$ cat src/rtl/light_monitor.sv
// rtl/light_monitor.sv - passive safety/sequence/timing checker for a two-road traffic-light interface
//
// Ports:
//   clk           clock; every input is sampled on its rising edge
//   rst           asynchronous active-high reset
//   light_A       road A lamps, one-hot: 100 green, 010 yellow, 001 red
//   light_B       road B lamps, same encoding
//   clear         synchronous clear of the sticky err_* flags
//   err_conflict  sticky: both roads non-red in the same valid sample
//   err_encoding  sticky: a road presented a non-one-hot value
//   err_sequence  sticky: illegal colour transition or green alternation breach
//   err_timing    sticky: green, yellow or all-red dwell out of range
//   fault         registered OR of the four err_* flags (one clock behind them)
//   cycle_count   red->green entries of road A, wrapping at 16 bits
module light_monitor #(
    parameter int GREEN_MIN  = 6,
    parameter int GREEN_MAX  = 7,
    parameter int YELLOW_LEN = 1,
    parameter int ALLRED_MIN = 1,
    parameter int DW         = 8
) (
    input  logic        clk,
    input  logic        rst,
    input  logic [2:0]  light_A,
    input  logic [2:0]  light_B,
    input  logic        clear,
    output logic        err_conflict,
    output logic        err_encoding,
    output logic        err_sequence,
    output logic        err_timing,
    output logic        fault,
    output logic [15:0] cycle_count
);

    localparam logic [2:0] C_G = 3'b100;
    localparam logic [2:0] C_Y = 3'b010;
    localparam logic [2:0] C_R = 3'b001;

    localparam logic [DW-1:0] D_MAX  = '1;
    localparam logic [DW-1:0] D_ONE  = DW'(1);
    localparam logic [DW-1:0] G_MIN  = DW'(GREEN_MIN);
    localparam logic [DW-1:0] G_MAX  = DW'(GREEN_MAX);
    localparam logic [DW-1:0] Y_LEN  = DW'(YELLOW_LEN);
    localparam logic [DW-1:0] AR_MIN = DW'(ALLRED_MIN);

    typedef enum logic [1:0] {
        LG_NONE = 2'd0,
        LG_A    = 2'd1,
        LG_B    = 2'd2
    } last_green_t;

    typedef struct packed {
        logic          seq;
        logic          tim;
        logic          enter_g;
        logic          r2g;
        logic [DW-1:0] dwell;
    } road_res_t;

    logic [2:0]    prev_a, prev_b, prev_a_n, prev_b_n;
    logic [DW-1:0] dwell_a, dwell_b, dwell_a_n, dwell_b_n;
    logic [DW-1:0] allred_cnt, allred_cnt_n;
    logic          primed, primed_n;
    last_green_t   last_green, last_green_n;
    logic [15:0]   cycle_count_n;

    logic          valid_a, valid_b;
    logic          new_conflict, new_encoding, new_sequence, new_timing;
    road_res_t     res_a, res_b;

    // Per-road dwell update and transition checks for one primed, valid sample.
    function automatic road_res_t road_step(input logic [2:0] p, input logic [DW-1:0] d,
                                            input logic [2:0] c);
        road_res_t r;
        r = '0;
        if (c == p) begin
            r.dwell = (d == D_MAX) ? d : d + 1'b1;
            // Flag on the sample that pushes the dwell one past its limit, not at exit.
            if (c == C_G && d == G_MAX) r.tim = 1'b1;
            if (c == C_Y && d == Y_LEN) r.tim = 1'b1;
        end else begin
            r.dwell   = D_ONE;
            r.seq     = !((p == C_R && c == C_G) || (p == C_G && c == C_Y) ||
                          (p == C_Y && c == C_R));
            if (p == C_G && d < G_MIN)  r.tim = 1'b1;
            if (p == C_Y && d != Y_LEN) r.tim = 1'b1;
            r.enter_g = (c == C_G);
            r.r2g     = (p == C_R) && (c == C_G);
        end
        return r;
    endfunction

    assign valid_a = (light_A == C_G) || (light_A == C_Y) || (light_A == C_R);
    assign valid_b = (light_B == C_G) || (light_B == C_Y) || (light_B == C_R);

    always_comb begin
        prev_a_n      = prev_a;
        prev_b_n      = prev_b;
        dwell_a_n     = dwell_a;
        dwell_b_n     = dwell_b;
        allred_cnt_n  = allred_cnt;
        primed_n      = primed;
        last_green_n  = last_green;
        cycle_count_n = cycle_count;
        new_sequence  = 1'b0;
        new_timing    = 1'b0;
        res_a         = road_step(prev_a, dwell_a, light_A);
        res_b         = road_step(prev_b, dwell_b, light_B);

        new_encoding  = !valid_a || !valid_b;
        new_conflict  = valid_a && valid_b && (light_A != C_R) && (light_B != C_R);

        // A sample with any badly encoded road is ignored by the sequence and timing
        // checkers and leaves all tracking state (both roads, all-red run) untouched.
        if (valid_a && valid_b) begin
            if (!primed) begin
                prev_a_n     = light_A;
                prev_b_n     = light_B;
                dwell_a_n    = D_ONE;
                dwell_b_n    = D_ONE;
                allred_cnt_n = (light_A == C_R && light_B == C_R) ? D_ONE : '0;
                primed_n     = 1'b1;
            end else begin
                prev_a_n     = light_A;
                prev_b_n     = light_B;
                dwell_a_n    = res_a.dwell;
                dwell_b_n    = res_b.dwell;
                new_sequence = res_a.seq | res_b.seq;
                new_timing   = res_a.tim | res_b.tim;
                // Both alternation checks compare against the pre-sample last_green.
                if (res_a.enter_g) begin
                    if (last_green == LG_A) new_sequence = 1'b1;
                    last_green_n = LG_A;
                end
                if (res_b.enter_g) begin
                    if (last_green == LG_B) new_sequence = 1'b1;
                    last_green_n = LG_B;
                end
                // allred_cnt holds the both-red run that ended just before this sample.
                if ((res_a.r2g || res_b.r2g) && allred_cnt < AR_MIN) new_timing = 1'b1;
                if (res_a.r2g) cycle_count_n = cycle_count + 16'd1;
                if (light_A == C_R && light_B == C_R)
                    allred_cnt_n = (allred_cnt == D_MAX) ? allred_cnt : allred_cnt + 1'b1;
                else
                    allred_cnt_n = '0;
            end
        end
    end

    always_ff @(posedge clk or posedge rst) begin
        if (rst) begin
            prev_a       <= C_R;
            prev_b       <= C_R;
            dwell_a      <= '0;
            dwell_b      <= '0;
            allred_cnt   <= '0;
            primed       <= 1'b0;
            last_green   <= LG_NONE;
            cycle_count  <= '0;
            err_conflict <= 1'b0;
            err_encoding <= 1'b0;
            err_sequence <= 1'b0;
            err_timing   <= 1'b0;
            fault        <= 1'b0;
        end else begin
            prev_a       <= prev_a_n;
            prev_b       <= prev_b_n;
            dwell_a      <= dwell_a_n;
            dwell_b      <= dwell_b_n;
            allred_cnt   <= allred_cnt_n;
            primed       <= primed_n;
            last_green   <= last_green_n;
            cycle_count  <= cycle_count_n;
            // A new error in the same cycle as clear keeps its flag set.
            err_conflict <= (err_conflict & ~clear) | new_conflict;
            err_encoding <= (err_encoding & ~clear) | new_encoding;
            err_sequence <= (err_sequence & ~clear) | new_sequence;
            err_timing   <= (err_timing   & ~clear) | new_timing;
            fault        <= err_conflict | err_encoding | err_sequence | err_timing;
        end
    end

endmodule
$ cat config.mk
export PLATFORM = sky130hd
export DESIGN_NAME = light_monitor
export DESIGN_NICKNAME = d
export VERILOG_FILES = /design/src/rtl/light_monitor.sv
export SDC_FILE = /design/constraint.sdc
export NUM_CORES = 1
export LEC_CHECK = 0
export ABC_AREA = 1
export CORE_ASPECT_RATIO = 0.7
export CORE_MARGIN = 3
export CORE_UTILIZATION = 60
export CTS_CLUSTER_DIAMETER = 40
export DETAILED_ROUTE_END_ITERATION = 16
export HOLD_SLACK_MARGIN = 0.1
export PLACE_DENSITY_LB_ADDON = 0.1
export SKIP_LAST_GASP = 1
export SYNTH_ARGS = -nofsm -noshare
export SYNTH_HDL_FRONTEND = slang
export SYNTH_SLANG_ARGS = --single-unit
$ cat constraint.sdc
create_clock -name clk -period 5.2 [get_ports clk]
set_clock_uncertainty 0.15 [all_clocks]
set_input_delay 0.78 -clock clk [delete_from_list [all_inputs] [get_ports clk]]
set_output_delay 0.78 -clock clk [all_outputs]
set_load 0.02 [all_outputs]
==> flow_summary.yaml, run 1 <==
run_status:
  status: "completed"
logic_synthesis:
  synthArstFlopShare_pct: 100
  synth.area.top_cells: "dfrtp_1 37%, nand2_1 11%, inv_1 6.5%"
  synth-edff-count: 0
  avgSynthCellArea_um2: 7.54
  synth-adder-area-share_pct: 2.50
  synth_compound_area_share_pct: 10.7
  synth_ff_type: "dfrtp_1"
  synthDistinctLibCells: 33
  yosysSeqAreaShare_pct: 38.7
  syn-num-nets: 480
  synth_area_um2: 3500
  synthSimpleGateAreaFrac_pct: 32.6
  yosys_warnings: 0
  yosysTopAreaCellShare_pct: 37.2
  synth_top_family_by_area: "simple AND/OR/NAND/NOR gates"
  synth_top_area_cell: "dfrtp_1"
  synthCells: 464
  synth_mux_area_share_pct: 0
  synthXorXnorAreaFrac_pct: 6.26
  ys_seq_elements: 54
detailed_routing:
  drc_errors: 0
  drt_pass1_iterations: 5
  vias_per_cell: 5.55
  drtIter0Drc: 189
  vias: 3142
  routed_wl_um: 7920
  drtAntennaViolNets: 0
  wl_per_cell_um: 14.0
layout:
  final_common_cell: "nand2_1"
  layoutNonFillerInstCount: 566
  fillers: 438
  post-route-util_pct: 73.1
  final_cell_mix: "106 x nand2_1, 60 x inv_1, 52 x dfrtp_1"
  n_antenna_cell: 0
  syn_to_final_growth_pct: 13.4
  final_area_um2: 3970
  drive_above_1_share_pct: 13.2
  nets: 509
power_and_ir_drop:
  swShare_pct: 32.1
  totalPowerFinal_mw: 1.16
  power_switching_mw: 0.372
  p_seq_share_pct: 45.2
  p_clk_share_pct: 30.1
  power.density_nw_per_um2: 292
  power_frac_comb_pct: 24.7
  p_leak_nw: 1.90
  ir_worst_vdd_v: 0.000180
  internal_power_mw: 0.787
sta:
  period_share_pct: 53.8
  layout_setup_ws_ps: 2400
  fin_setup_tns_ps: 0
  hold_viol_final: 0
  max-slew-margin-rel_pct: 39.0
  finalSetupViolCount: 0
  hold_ws_ps: 360
  rsz0062_at_grt: "no"
  worst_slew_pin_slew_ps: 911
  period_minus_slack_ps: 2800
  fmax_mhz: 357
  drv_slew: 0
flow_run:
  cap_violations: 0
placed_design:
  placed_area_um2: 3820
  gp_congestion: 0.876
  numPortBuffers: 29
  pre_cts_ws_ps: 2080
  placedCellCount: 558
  hpwlAfterDp_um: 5900
cts:
  post_cts_resize_count: 0
  cts_hold_buf: 0
  clk_pin_slew_ps: 100
  post-cts-setup-buffers: 0
  cts_tree: "done"
  clock_path_buffers: 2
  clockRootBuffer: "clkbuf_8"
  clock_latency_ps: 310
  cts_made_buffers: 5
  clkSinkCount: 54
  h-tree-depth: 2
setup_path:
  startpoint_type: "input port"
  path_class: "input port to register"
  end_kind: "register"
  cp_max_fo: 17
  cp.arrival_ps: 2850
  required_ps: 5250
  rrSetupSlack_ps: 2930
min_path:
  hold_path.class: "register to register"
grt:
  grt.total_usage_pct: 24.2
  grt_pass1_wl_um: 13600
  overflow: 0
  grt_pass1_vias: 2893
  antenna_found_initial: 0
  grt_max_degree: 55
floorplan:
  ios: 30
  die_w_um: 97.3
  die-area_um2: 6800
  core_um2: 5420
  start_util_pct: 64.5
  die_h_um: 69.9
  row_count: 22
power by group through the flow:
stage / registers [mW] / clock network, mW / logic [mW]
after global placement: 0.528 / 0 / 0.279
after CTS: 0.522 / 0.351 / 0.287
after detailed placement: 0.530 / 0 / 0.286
after global routing: 0.531 / 0.373 / 0.323
final: 0.523 / 0.349 / 0.287
after floorplan: 0.538 / 0 / 0.186
final cells by class:
class | instances | area [um^2] | share of cell area (%)
timing repair buffer | 30 | 298 | 7.51
inverter | 69 | 262 | 6.60
clock inverter | 2 | 60.1 | 1.51
tap | 72 | 90.1 | 2.27
sequential | 54 | 1350 | 34.1
clock buffer | 6 | 82.6 | 2.08
multi-input combinational | 333 | 1820 | 45.9
worst paths after layout:
check                             startpoint              to  cells past startpoint
worst max-delay path              light_B[0]  cycle_count[2]                     10
worst min-delay path            err_encoding           fault                      2
max in group asynchronous                rst      dwell_a[7]                      3
min in group asynchronous                rst      dwell_b[4]                      3
worst max register to register        primed   allred_cnt[5]                      5
worst min register to register  err_encoding           fault                      2
worst max-delay path, cell delays in order:
cell             delay (ps)
clkdlybuf4s50_1         500
inv_1                   150
nand3_1                 130
nand3_1                 150
nand2_4                 150
inv_4                   150
nand2_2                 270
inv_2                   310
nand2_1                 120
xnor2_1                 140
state kept, by name, indices dropped and copies added (netlist names):
register and flops:
err_timing 1, last_green 2, err_sequence 1, err_encoding 1
err_conflict 1, cycle_count 16, allred_cnt 8, prev_b 3
prev_a 3, primed 1, dwell_b 8, fault 1
dwell_a 8
per-layer routing:
metal / track usage, % / up-vias / share of wire, %
li1: - / 1539 / -
met5: 0 / - / 0
met3: 5.49 / 16 / 5.0
met2: 36.0 / 85 / 45
met4: 5.22 / 0 / 1.2
met1: 36.2 / 1502 / 49
synth_stat cells, types with 12 or more instances:
library cell	instances
nand2_1	106
inv_1	61
dfrtp_1	52
nor2_1	43
nand3_1	42
xor2_1	20
o21ai_0	17
o21ai_2	16
o21ai_1	14
nor3_1	13
nand2_2	12
logic make-up (layout without fill, tap and decap cells):
family	count (synthesis)	in the layout
adders and majority gates	7	7
buffers and inverters	77	107
and+or+nand+nor	243	243
xor gates and xnor gates	25	25
DFF	54	54
AOI/OAI and AO/OA	58	58
Power figures use the tool's default switching activity.
==> run 2: changes to the inputs <==
CORE_UTILIZATION = 58   (was 60)
clock period = 2.65 ns   (was 5.2 ns; I/O delays follow)
==> flow_summary.yaml, run 2 (same netlist as run 1, synthesis figures left out) <==
layout:
  largest_reg_flops: 16
  final_area_um2: 3970
  nets: 514
  syn_to_final_growth_pct: 13.5
  regMostFlops: "cycle_count"
  drive_above_1_share_pct: 14.0
  final_common_cell: "nand2_1"
  n_antenna_cell: 0
  final_cell_mix: "106 x nand2_1, 60 x inv_1, 52 x dfrtp_1"
  layoutNonFillerInstCount: 571
setup_path:
  r2r-start: "allred_cnt[0]"
  cp_max_fo: 14
  cp.arrival_ps: 2450
  path_class: "input port to register"
  end_kind: "register"
  startpoint: "light_B[2]"
  required_ps: 2740
  startpoint_type: "input port"
grt:
  antenna_found_initial: 0
  grt_max_degree: 55
  grt.total_usage_pct: 23.9
  grt_pass1_wl_um: 13900
  grt_pass1_vias: 2949
  overflow: 0
cts:
  h-tree-depth: 2
  clkSinkCount: 54
  clockRootBuffer: "clkbuf_8"
  cts_tree: "done"
  post_cts_resize_count: 0
  clock_latency_ps: 320
  cts_made_buffers: 5
  post-cts-setup-buffers: 0
  clock_path_buffers: 2
  clk_pin_slew_ps: 100
  cts_hold_buf: 0
sta:
  fmax_mhz: 424
  worst_slew_pin_slew_ps: 921
  fin_setup_tns_ps: 0
  hold_ws_ps: 292
  period_share_pct: 88.9
  hold_viol_final: 0
  period_minus_slack_ps: 2360
  max-slew-margin-rel_pct: 38.4
  drv_slew: 0
  rsz0062_at_grt: "no"
  finalSetupViolCount: 0
detailed_routing:
  drc_errors: 0
  drtAntennaViolNets: 0
  drt_pass1_iterations: 6
  vias_per_cell: 5.33
  vias: 3043
  wl_per_cell_um: 13.7
  drtIter0Drc: 212
  routed_wl_um: 7810
power_and_ir_drop:
  power_switching_mw: 0.732
  ir_worst_vdd_v: 0.000255
  internal_power_mw: 1.36
  p_clk_share_pct: 23.6
  power.density_nw_per_um2: 528
  p_seq_share_pct: 49.2
  p_leak_nw: 1.90
  swShare_pct: 35.0
  power_frac_comb_pct: 27.3
  totalPowerFinal_mw: 2.09
placed_design:
  hpwlAfterDp_um: 6000
  numPortBuffers: 29
  gp_congestion: 0.908
  placed_area_um2: 3870
  placedCellCount: 563
floorplan:
  core_um2: 5530
  die-area_um2: 7010
  start_util_pct: 63.2
  row_count: 22
  ios: 30
  die_h_um: 71.0
  die_w_um: 98.8
flow_run:
  cap_violations: 0
min_path:
  hold_path.class: "input port to asynchronous set/reset pin"
run_status:
  status: "completed"
==> run 2: changes by cell type in the layout (fill, tap and decap cells not counted), sizes merged <==
cell,delta
buf,+5
bufinv,-2
clkinv,+1
clkinvlp,+1
==> run 2: worst paths after layout <==
kind	cells after the start	slack [ps]	to
setup / recovery	8	290	allred_cnt[5]
hold / removal	3	290	dwell_b[5]
setup reg to reg	6	540	allred_cnt[5]
hold reg to reg	2	370	err_timing
max in group asynchronous	3	1740	prev_a[0]
min in group clk	2	370	err_timing
==> run 2: cell type report <==
type | instances | area, um^2
multi-input cells | 333 | 1820
fillers | 441 | 1570
flip-flops and latches | 54 | 1350
repair buffers | 35 | 348
inverters | 69 | 262
well taps | 72 | 90.1
clock buffers | 6 | 82.6
clock inverters | 2 | 12.5
==> run 2: through the flow <==
stage                     setup WS, ps  util, %
final                              293     71.7
after global routing               144     71.7
after CTS                          288     71.7
after detailed placement          20.8     70.0
after global placement            70.4     70.0
after floorplan                    791        -
==> run 2: power groups by stage <==
stage	Combinational (mW)	Clock (mW)	Sequential [mW]
after floorplan	0.364	0	1.06
after global placement	0.556	0	1.04
after detailed placement	0.569	0	1.04
after CTS	0.571	0.499	1.03
after global routing	0.644	0.531	1.05
final	0.571	0.493	1.03
==> run 2: layer usage <==
layer	GRT usage [%]	share of wire, %	up-vias
li1	-	-	1541
met1	36.2	50	1417
met2	36.3	44	80
met3	3.94	5.3	5
met4	4.70	0.65	0
met5	0	0	-
==> run 2: worst max-delay path, stage by stage <==
cell and delay (ps):
clkdlybuf4s50_1 480, inv_1 140, nand3_2 150, nand3_1 180, nand2_4 100, a31oi_2 740, nand2_1 160, o21ai_2 90
==> run 3: changes to the inputs <==
CELL_PAD_IN_SITES_DETAIL_PLACEMENT = 1   (was not set)
CELL_PAD_IN_SITES_GLOBAL_PLACEMENT = 2   (was not set)
CORE_UTILIZATION = 34   (was 58)
==> flow_summary.yaml, run 3 (same netlist as run 1, synthesis figures left out) <==
run_status:
  status: "completed"
setup_path:
  path_class: "register to register"
  cp.arrival_ps: 2160
  r2r-start: "dwell_b[0]"
  cp_max_fo: 13
  reg2reg_depth: 8
  required_ps: 2690
  cp_top_family: "simple AND/OR/NAND/NOR gates"
  startpoint_type: "register"
  cpMaxStageDelayCell: "dfrtp_1"
  rrSetupSlack_ps: 530
  r2r-end: "dwell_b[2]"
  end_kind: "register"
  critical_path_buf_inv_count: 0
  max_stage_delay_ps: 460
  cp_cell_sequence: "ha_1 -> nand2_1 -> nor2_1 -> nand2_1 -> o21ai_2 -> nand2_2 -> nand3_1 -> o21ai_2"
detailed_routing:
  wl_per_cell_um: 14.6
  vias_per_cell: 4.80
  drt_pass1_iterations: 4
  drtAntennaViolNets: 0
  vias: 3017
  drc_errors: 0
  routed_wl_um: 9190
  drtIter0Drc: 128
cts:
  post-cts-setup-buffers: 0
  clock_latency_ps: 300
  clockRootBuffer: "clkbuf_16"
  cts_tree: "done"
  clkSinkCount: 54
  post_cts_resize_count: 0
  clk_pin_slew_ps: 70
  clock_path_buffers: 2
  cts_made_buffers: 5
  h-tree-depth: 2
  cts_hold_buf: 0
floorplan:
  row_count: 30
  ios: 30
  die_w_um: 127
  core_um2: 9870
  die_h_um: 90.9
  start_util_pct: 35.4
  die-area_um2: 11600
placed_design:
  placed_area_um2: 3970
  numPortBuffers: 29
  pre_cts_ws_ps: 231
  hpwlAfterDp_um: 7380
  gp_congestion: 0.776
grt:
  overflow: 0
  antenna_found_initial: 0
  grt_pass1_wl_um: 16100
  grt_max_degree: 26
  grt_pass1_vias: 3122
  grt.total_usage_pct: 17.2
power_and_ir_drop:
  swShare_pct: 34.0
  power.density_nw_per_um2: 555
  p_leak_nw: 1.94
  power_frac_comb_pct: 25.8
  ir_worst_vdd_v: 0.000255
  p_clk_share_pct: 28.6
  power_switching_mw: 0.773
  p_seq_share_pct: 45.6
  internal_power_mw: 1.50
  totalPowerFinal_mw: 2.27
layout:
  regMostFlops: "cycle_count"
  nets: 517
  final_area_um2: 4100
  fillers: 1214
  final_cell_mix: "106 x nand2_1, 60 x inv_1, 52 x dfrtp_1"
  largest_reg_flops: 16
  n_antenna_cell: 0
  final_common_cell: "nand2_1"
  drive_above_1_share_pct: 14.0
  syn_to_final_growth_pct: 17.2
flow_run:
  cap_violations: 0
sta:
  layout_setup_ws_ps: 529
  period_share_pct: 80.0
  fin_setup_tns_ps: 0
  hold_viol_final: 0
  fmax_mhz: 472
  worst_slew_pin_slew_ps: 534
  rsz0062_at_grt: "no"
  finalSetupViolCount: 0
  drv_slew: 0
  max-slew-margin-rel_pct: 64.4
  period_minus_slack_ps: 2120
  hold_ws_ps: 302
min_path:
  hold_path.class: "input port to asynchronous set/reset pin"
## run 3: cell types whose count changed in the layout (fill, tap and decap cells not counted), sizes merged
cell | previous run | this run
buf | 6 | 9
clkbuf | 6 | 7
clkinvlp | 1 | 0
clkinv | 1 | 0
## run 3: worst max path at each step
stage,startpoint,to,slack [ps],cells past startpoint
final,dwell_b[0],dwell_b[2],530,8
after global placement,light_B[2],dwell_b[6],280,10
after detailed placement,light_B[1],dwell_b[2],230,10
after CTS,light_B[1],dwell_b[6],540,10
after global routing,dwell_b[0],dwell_b[2],380,8
after floorplan,rst,allred_cnt[0],790,1
## run 3: area by class of cell
class | instances | area (um^2) | share of cell area, %
sequential | 54 | 1350 | 33.0
tap | 128 | 160 | 3.91
timing repair buffer | 38 | 370 | 9.04
clock buffer | 7 | 133 | 3.24
multi-input combinational | 333 | 1820 | 44.4
inverter | 69 | 262 | 6.38
## run 3: through the flow
stage               std cells  utilization, %
finish                    629            41.5
global route              629            41.5
CTS                       629            41.5
detailed placement        622            40.2
global placement          622            40.2
floorplan                 464               -
## run 3: power by group through the flow
stage	Combinational [mW]	Sequential, mW	Clock [mW]
floorplan	0.364	1.06	0
global placement	0.585	1.05	0
detailed placement	0.593	1.05	0
CTS	0.597	1.04	0.677
global route	0.670	1.05	0.708
finish	0.586	1.04	0.650
## run 3: layer usage
layer | up-vias | share of wire [%] | global-route usage [%]
met3 | 7 | 3.1 | 3.66
met1 | 1427 | 56 | 27.2
li1 | 1549 | - | -
met2 | 34 | 40 | 23.6
met4 | 0 | 0.87 | 3.75
met5 | - | 0 | 0
